### config.mk
export PLATFORM = sky130hd
export DESIGN_NAME = mem_ctrl
export DESIGN_NICKNAME = d
export VERILOG_FILES = /design/src/rtl/mem_ctrl.sv
export SDC_FILE = /design/constraint.sdc
export NUM_CORES = 1
export LEC_CHECK = 0
export CAP_MARGIN = 20
export CORE_ASPECT_RATIO = 1.25
export CORE_MARGIN = 1
export CORE_UTILIZATION = 48
export DETAILED_ROUTE_END_ITERATION = 8
export GPL_TIMING_DRIVEN = 0
export PLACE_DENSITY = 0.86
export RECOVER_POWER = 100
export SETUP_SLACK_MARGIN = 0.05
export SYNTH_ARGS = -nofsm -noshare
export SYNTH_HDL_FRONTEND = slang
export SYNTH_SLANG_ARGS = --single-unit
### constraint.sdc
create_clock -name clk -period 3.5 [get_ports clk]
set_input_delay 0.7 -clock clk [delete_from_list [all_inputs] [get_ports clk]]
set_output_delay 0.7 -clock clk [all_outputs]
set_load 0.05 [all_outputs]
### src/rtl/mem_ctrl.sv
// rtl/mem_ctrl.sv - byte-wide single-port RAM arbiter/sequencer for IF and MEM stages
module mem_ctrl #(
    parameter int ADDR_WIDTH = 32
) (
    input  logic                  clk,
    input  logic                  rst,
    input  logic                  if_req,
    input  logic [ADDR_WIDTH-1:0] if_addr,
    output logic [31:0]           if_data,
    output logic                  if_done,
    input  logic                  mem_req,
    input  logic                  mem_we,
    input  logic [1:0]            mem_size,
    input  logic [ADDR_WIDTH-1:0] mem_addr,
    input  logic [31:0]           mem_wdata,
    output logic [31:0]           mem_rdata,
    output logic                  mem_done,
    output logic [ADDR_WIDTH-1:0] ram_addr,
    output logic                  ram_wr,
    output logic [7:0]            ram_dout,
    input  logic [7:0]            ram_din
);

    typedef enum logic [1:0] {IDLE, IF_RD, MEM_RD, MEM_WR} state_t;

    state_t                r_state, w_state_nxt;
    logic [2:0]            r_cnt, w_cnt_nxt;
    logic [2:0]            r_len;
    logic [ADDR_WIDTH-1:0] r_base;
    logic [31:0]           r_wdata;
    logic [31:0]           r_buf;
    logic [ADDR_WIDTH-1:0] r_ram_addr, w_ram_addr_nxt;
    logic                  r_ram_wr, w_ram_wr_nxt;
    logic [7:0]            r_ram_dout, w_ram_dout_nxt;
    logic                  r_if_done, w_if_done_nxt;
    logic                  r_mem_done, w_mem_done_nxt;

    logic                  w_grant_mem, w_grant_if;
    logic [2:0]            w_mem_len;
    logic [2:0]            w_cnt_inc;
    logic [1:0]            w_lane;
    logic                  w_reading;

    // A requester whose done pulse is up this cycle is not eligible, giving alternation
    assign w_grant_mem = (r_state == IDLE) && mem_req && !r_mem_done;
    assign w_grant_if  = (r_state == IDLE) && if_req && !r_if_done && !w_grant_mem;

    assign w_mem_len = (mem_size == 2'd0) ? 3'd1 : (mem_size == 2'd1) ? 3'd2 : 3'd4;
    assign w_cnt_inc = r_cnt + 3'd1;
    assign w_lane    = r_cnt[1:0] - 2'd1;
    assign w_reading = (r_state == IF_RD) || (r_state == MEM_RD);

    always_ff @(posedge clk) begin
        if (rst) begin
            r_state    <= IDLE;
            r_cnt      <= '0;
            r_len      <= '0;
            r_base     <= '0;
            r_wdata    <= '0;
            r_buf      <= '0;
            r_ram_addr <= '0;
            r_ram_wr   <= 1'b0;
            r_ram_dout <= '0;
            r_if_done  <= 1'b0;
            r_mem_done <= 1'b0;
        end else begin
            r_state    <= w_state_nxt;
            r_cnt      <= w_cnt_nxt;
            r_ram_addr <= w_ram_addr_nxt;
            r_ram_wr   <= w_ram_wr_nxt;
            r_ram_dout <= w_ram_dout_nxt;
            r_if_done  <= w_if_done_nxt;
            r_mem_done <= w_mem_done_nxt;
            if (w_grant_mem) begin
                r_base  <= mem_addr;
                r_wdata <= mem_wdata;
                r_len   <= w_mem_len;
                r_buf   <= '0;
            end else if (w_grant_if) begin
                r_base <= if_addr;
                r_len  <= 3'd4;
                r_buf  <= '0;
            end else if (w_reading && r_cnt != 3'd0) begin
                // RAM returns the byte addressed one cycle earlier
                r_buf[{w_lane, 3'b000} +: 8] <= ram_din;
            end
        end
    end

    always_comb begin
        w_state_nxt = r_state;
        w_cnt_nxt   = w_cnt_inc;
        case (r_state)
            IDLE: begin
                w_cnt_nxt = '0;
                if (w_grant_mem)     w_state_nxt = mem_we ? MEM_WR : MEM_RD;
                else if (w_grant_if) w_state_nxt = IF_RD;
            end
            IF_RD, MEM_RD: begin
                if (r_cnt == r_len) begin
                    w_state_nxt = IDLE;
                    w_cnt_nxt   = '0;
                end
            end
            MEM_WR: begin
                if (w_cnt_inc == r_len) begin
                    w_state_nxt = IDLE;
                    w_cnt_nxt   = '0;
                end
            end
            default: begin
                w_state_nxt = IDLE;
                w_cnt_nxt   = '0;
            end
        endcase
    end

    always_comb begin
        w_ram_addr_nxt = '0;
        w_ram_wr_nxt   = 1'b0;
        w_ram_dout_nxt = '0;
        w_if_done_nxt  = 1'b0;
        w_mem_done_nxt = 1'b0;
        case (r_state)
            IDLE: begin
                if (w_grant_mem) begin
                    w_ram_addr_nxt = mem_addr;
                    w_ram_wr_nxt   = mem_we;
                    w_ram_dout_nxt = mem_we ? mem_wdata[7:0] : 8'd0;
                end else if (w_grant_if) begin
                    w_ram_addr_nxt = if_addr;
                end
            end
            IF_RD, MEM_RD: begin
                if (w_cnt_inc < r_len)
                    w_ram_addr_nxt = r_base + ADDR_WIDTH'(w_cnt_inc);
                if (r_cnt == r_len) begin
                    w_if_done_nxt  = (r_state == IF_RD);
                    w_mem_done_nxt = (r_state == MEM_RD);
                end
            end
            MEM_WR: begin
                if (w_cnt_inc < r_len) begin
                    w_ram_addr_nxt = r_base + ADDR_WIDTH'(w_cnt_inc);
                    w_ram_wr_nxt   = 1'b1;
                    w_ram_dout_nxt = r_wdata[{w_cnt_inc[1:0], 3'b000} +: 8];
                end else begin
                    w_mem_done_nxt = 1'b1;
                end
            end
            default: ;
        endcase
    end

    assign ram_addr  = r_ram_addr;
    assign ram_wr    = r_ram_wr;
    assign ram_dout  = r_ram_dout;
    assign if_done   = r_if_done;
    assign mem_done  = r_mem_done;
    assign if_data   = r_if_done  ? r_buf : 32'd0;
    assign mem_rdata = r_mem_done ? r_buf : 32'd0;

endmodule

==> results.json <==
{
  "status": "complete, but fails checks",
  "violations": "DRC",
  "h-tree-depth": 4,
  "min_from": "r_wdata[21]$_SDFFE_PP0P_",
  "synth_ff_type": "dfxtp_1",
  "rr_worst_depth": 9,
  "track_usage_pct": 29.22,
  "synth_xor_area_share_pct": 3.763,
  "slew_viol_final": 0,
  "port_buffers": 216,
  "synthSimpleGateAreaFrac_pct": 28.70,
  "p_leak_nw": 4.021,
  "rsz0062_at_grt": "no",
  "synth.area.top_cells": "dfxtp_1 (41%), nand2_1 (9.6%), and2_1 (5.7%)",
  "synth_mux_area_share_pct": 2.497,
  "grt_pass1_vias": 7418,
  "worst_slew_pin_slew_ns": 0.6647,
  "synth_seq_cells": 147,
  "cts_tree": "yes",
  "firstDrtPassIters": 7,
  "synth.avg_cell_area_um2": 7.998,
  "grt_overflow": 0,
  "synth_seq_area_share_pct": 40.79,
  "cts_sinks": 147,
  "synth_adder_area_share_pct": 3.052,
  "yosysMostFrequentCell": "nand2_1",
  "ys_types": 51,
  "hold_end": "r_wdata[21]$_SDFFE_PP0P_",
  "die_h_um": 139.1,
  "clk_pin_slew_worst_paths_ns": 0.06,
  "synth_top_area_cell": "dfxtp_1",
  "ir_drop_v": 0.0004488,
  "finalSetupViolCount": 0,
  "synth-compound-area-share_pct": 16.61,
  "powerDensity_mw_per_mm2": 637.8,
  "start_util_pct": 49.65,
  "drt-total-wl_mm": 22.79,
  "cp_max_fo": 10,
  "clk_path_buf_depth": 2,
  "worstSkewPairLatency_ns": 0.42,
  "synthArstFlopShare_pct": 0,
  "maxCapViolations": 0,
  "r2r-end": "ram_addr[30]$_SDFF_PP0_",
  "die_width_um": 111.7,
  "crit_arrival_ns": 3.47,
  "routed_via_density": 5.713,
  "die_area_mm2": 0.01553,
  "yosysWarnings": 0,
  "dr_total_vias": 7587,
  "core_area_mm2": 0.01453,
  "layout-drive-gt1-share_pct": 4.696,
  "hp-class": "flip-flop to flip-flop",
  "fmax_mhz": 312.3,
  "gp_congestion": 0.9352,
  "drtAntennaViolNets": 0,
  "io_pins": 218,
  "ctsHoldBuffers": 0,
  "hpwl_mm": 16.92,
  "slew_headroom_pct": 55.69,
  "wl_per_cell_um": 17.16,
  "final.setup.tns_ns": 0,
  "cts_root_buffer": "clkbuf_16",
  "netlist_area_mm2": 0.007214,
  "synth_top_family_by_area": "simple AND/OR/NAND/NOR gates",
  "diodes": 0,
  "syn_to_final_growth_pct": 41.05,
  "fin_crit_ns": 3.202,
  "nNetsFinal": 1265,
  "synth_top_area_share_pct": 40.79,
  "hold-worst-slack_ns": 0.4577,
  "cp.required_ns": 3.77,
  "end_kind": "flip-flop",
  "hold_viol": 0,
  "hold_depth": 2,
  "synth_edf_count": 0,
  "critPathLaunchType": "flip-flop",
  "drc": 20,
  "drt_iter0_markers": 601,
  "r2r-start": "r_cnt[0]$_SDFF_PP0_",
  "cts_buffers": 17,
  "fin_crit_sh_pct": 91.47,
  "ys_top_cells_by_count": "nand2_1 (184), dfxtp_1 (147), nor2_1 (81)",
  "crit_type": "flip-flop to flip-flop",
  "synth_nets": 1030,
  "grt_pass1_wl_mm": 36.06,
  "num_rows": 49,
  "clock_skew_ns": 0.008354,
  "rrSetupSlack_ns": 0.30,
  "antenna_found_initial": 0,
  "syn-instance-count": 902,
  "grt_max_degree": 17
}
[registers in the layout, summed over array words and instances (netlist names)]
signal / flops
if_done: 1
mem_done: 1
r_base: 32
r_buf: 32
r_cnt: 3
r_len: 3
r_state: 2
r_wdata: 32
ram_addr: 32
ram_dout: 8
ram_wr: 1
[cells in the final DEF (no fill, tap or decap), drive strengths merged, types with 20 or more instances in the layout]
cell type | Yosys | routed
a311oi | 32 | 32
nor2 | 82 | 82
o21a | 20 | 20
dfxtp | 147 | 147
nand2 | 184 | 184
nor3 | 26 | 26
xnor2 | 20 | 20
and2 | 67 | 67
clkbuf | 50 | 77
clkdlybuf4s50 | 0 | 109
nand3 | 25 | 25
o22ai | 21 | 21
dlygate4sd3 | 0 | 107
a21oi | 73 | 73
[layer usage]
metal | share of wire [%] | GRT usage [%] | vias up
li1 | - | - | 3594
met5 | 0 | 0 | -
met2 | 51 | 51.29 | 435
met1 | 37 | 32.70 | 3472
met3 | 8.1 | 6.075 | 86
met4 | 4.1 | 16.43 | 0
[area by class of cell]
cell class | instances | area (µm²)
Timing Repair Buffer | 216 | 2162
Clock buffer | 18 | 429.2
Buffer | 68 | 276.5
Fill cell | 1146 | 4354
Clock inverter | 14 | 186.4
Inverter | 13 | 48.80
Tap cell | 178 | 222.7
Multi-Input combinational cell | 674 | 3908
Sequential cell | 147 | 2943
[stage by stage]
stage | cell area [µm²] | power, mW | cells | util, % | setup WS, ns
finish | 10180 | 6.490 | 1328 | 70.03 | 0.2984
global route | 10180 | 6.790 | 1328 | 70.03 | 0.1451
CTS | 10210 | 6.506 | 1328 | 70.30 | 0.2067
detailed placement | 9599 | 4.586 | 1296 | 66.06 | 0.2394
global placement | 9599 | 4.543 | 1296 | 66.06 | 0.3090
floorplan | 7214 | 3.797 | 902 | - | 1.046
[critical path, stage by stage, from the launching register on]
cell and delay [ns]:
dfxtp_1 0.48, buf_2 0.33, inv_1 0.17, ha_1 0.40
fa_1 0.23, a21o_1 0.27, nand4_1 0.42, nor4_1 0.49
xnor2_1 0.17, o22ai_1 0.10
[how the worst max path moves through the flow]
stage,start,end,slack (ns)
after detailed placement,r_cnt[0]$_SDFF_PP0_,ram_addr[3]$_SDFF_PP0_,0.24
after global placement,r_cnt[0]$_SDFF_PP0_,ram_addr[3]$_SDFF_PP0_,0.31
after global routing,r_cnt[0]$_SDFF_PP0_,ram_addr[28]$_SDFF_PP0_,0.15
final,r_cnt[0]$_SDFF_PP0_,ram_addr[30]$_SDFF_PP0_,0.30
after CTS,r_cnt[0]$_SDFF_PP0_,ram_addr[3]$_SDFF_PP0_,0.21
after floorplan,r_cnt[0]$_SDFF_PP0_,ram_addr[22]$_SDFF_PP0_,1.05
[cells by family after synthesis]
| logic type | count (synthesis) |
|---|---|
| simple gates | 435 |
| compound gates | 183 |
| flops | 147 |
| buf+inv | 81 |
| xor+xnor | 31 |
| fa+ha+maj | 17 |
| mux | 8 |
[power breakdown]
group / leakage [nW] / internal (mW) / switching, mW
logic: 2.52 / 0.809 / 1.55
registers: 1.20 / 1.99 / 0.240
clock network: 0.300 / 1.19 / 0.719
[what timing repair did]
| item | CTS | global route |
|---|---|---|
| endpoints found under the setup margin | 0 | 2 |
| gates resized for setup | 0 | 4 |
| buffers inserted | 0 | 0 |
Power figures use the tool's default switching activity.
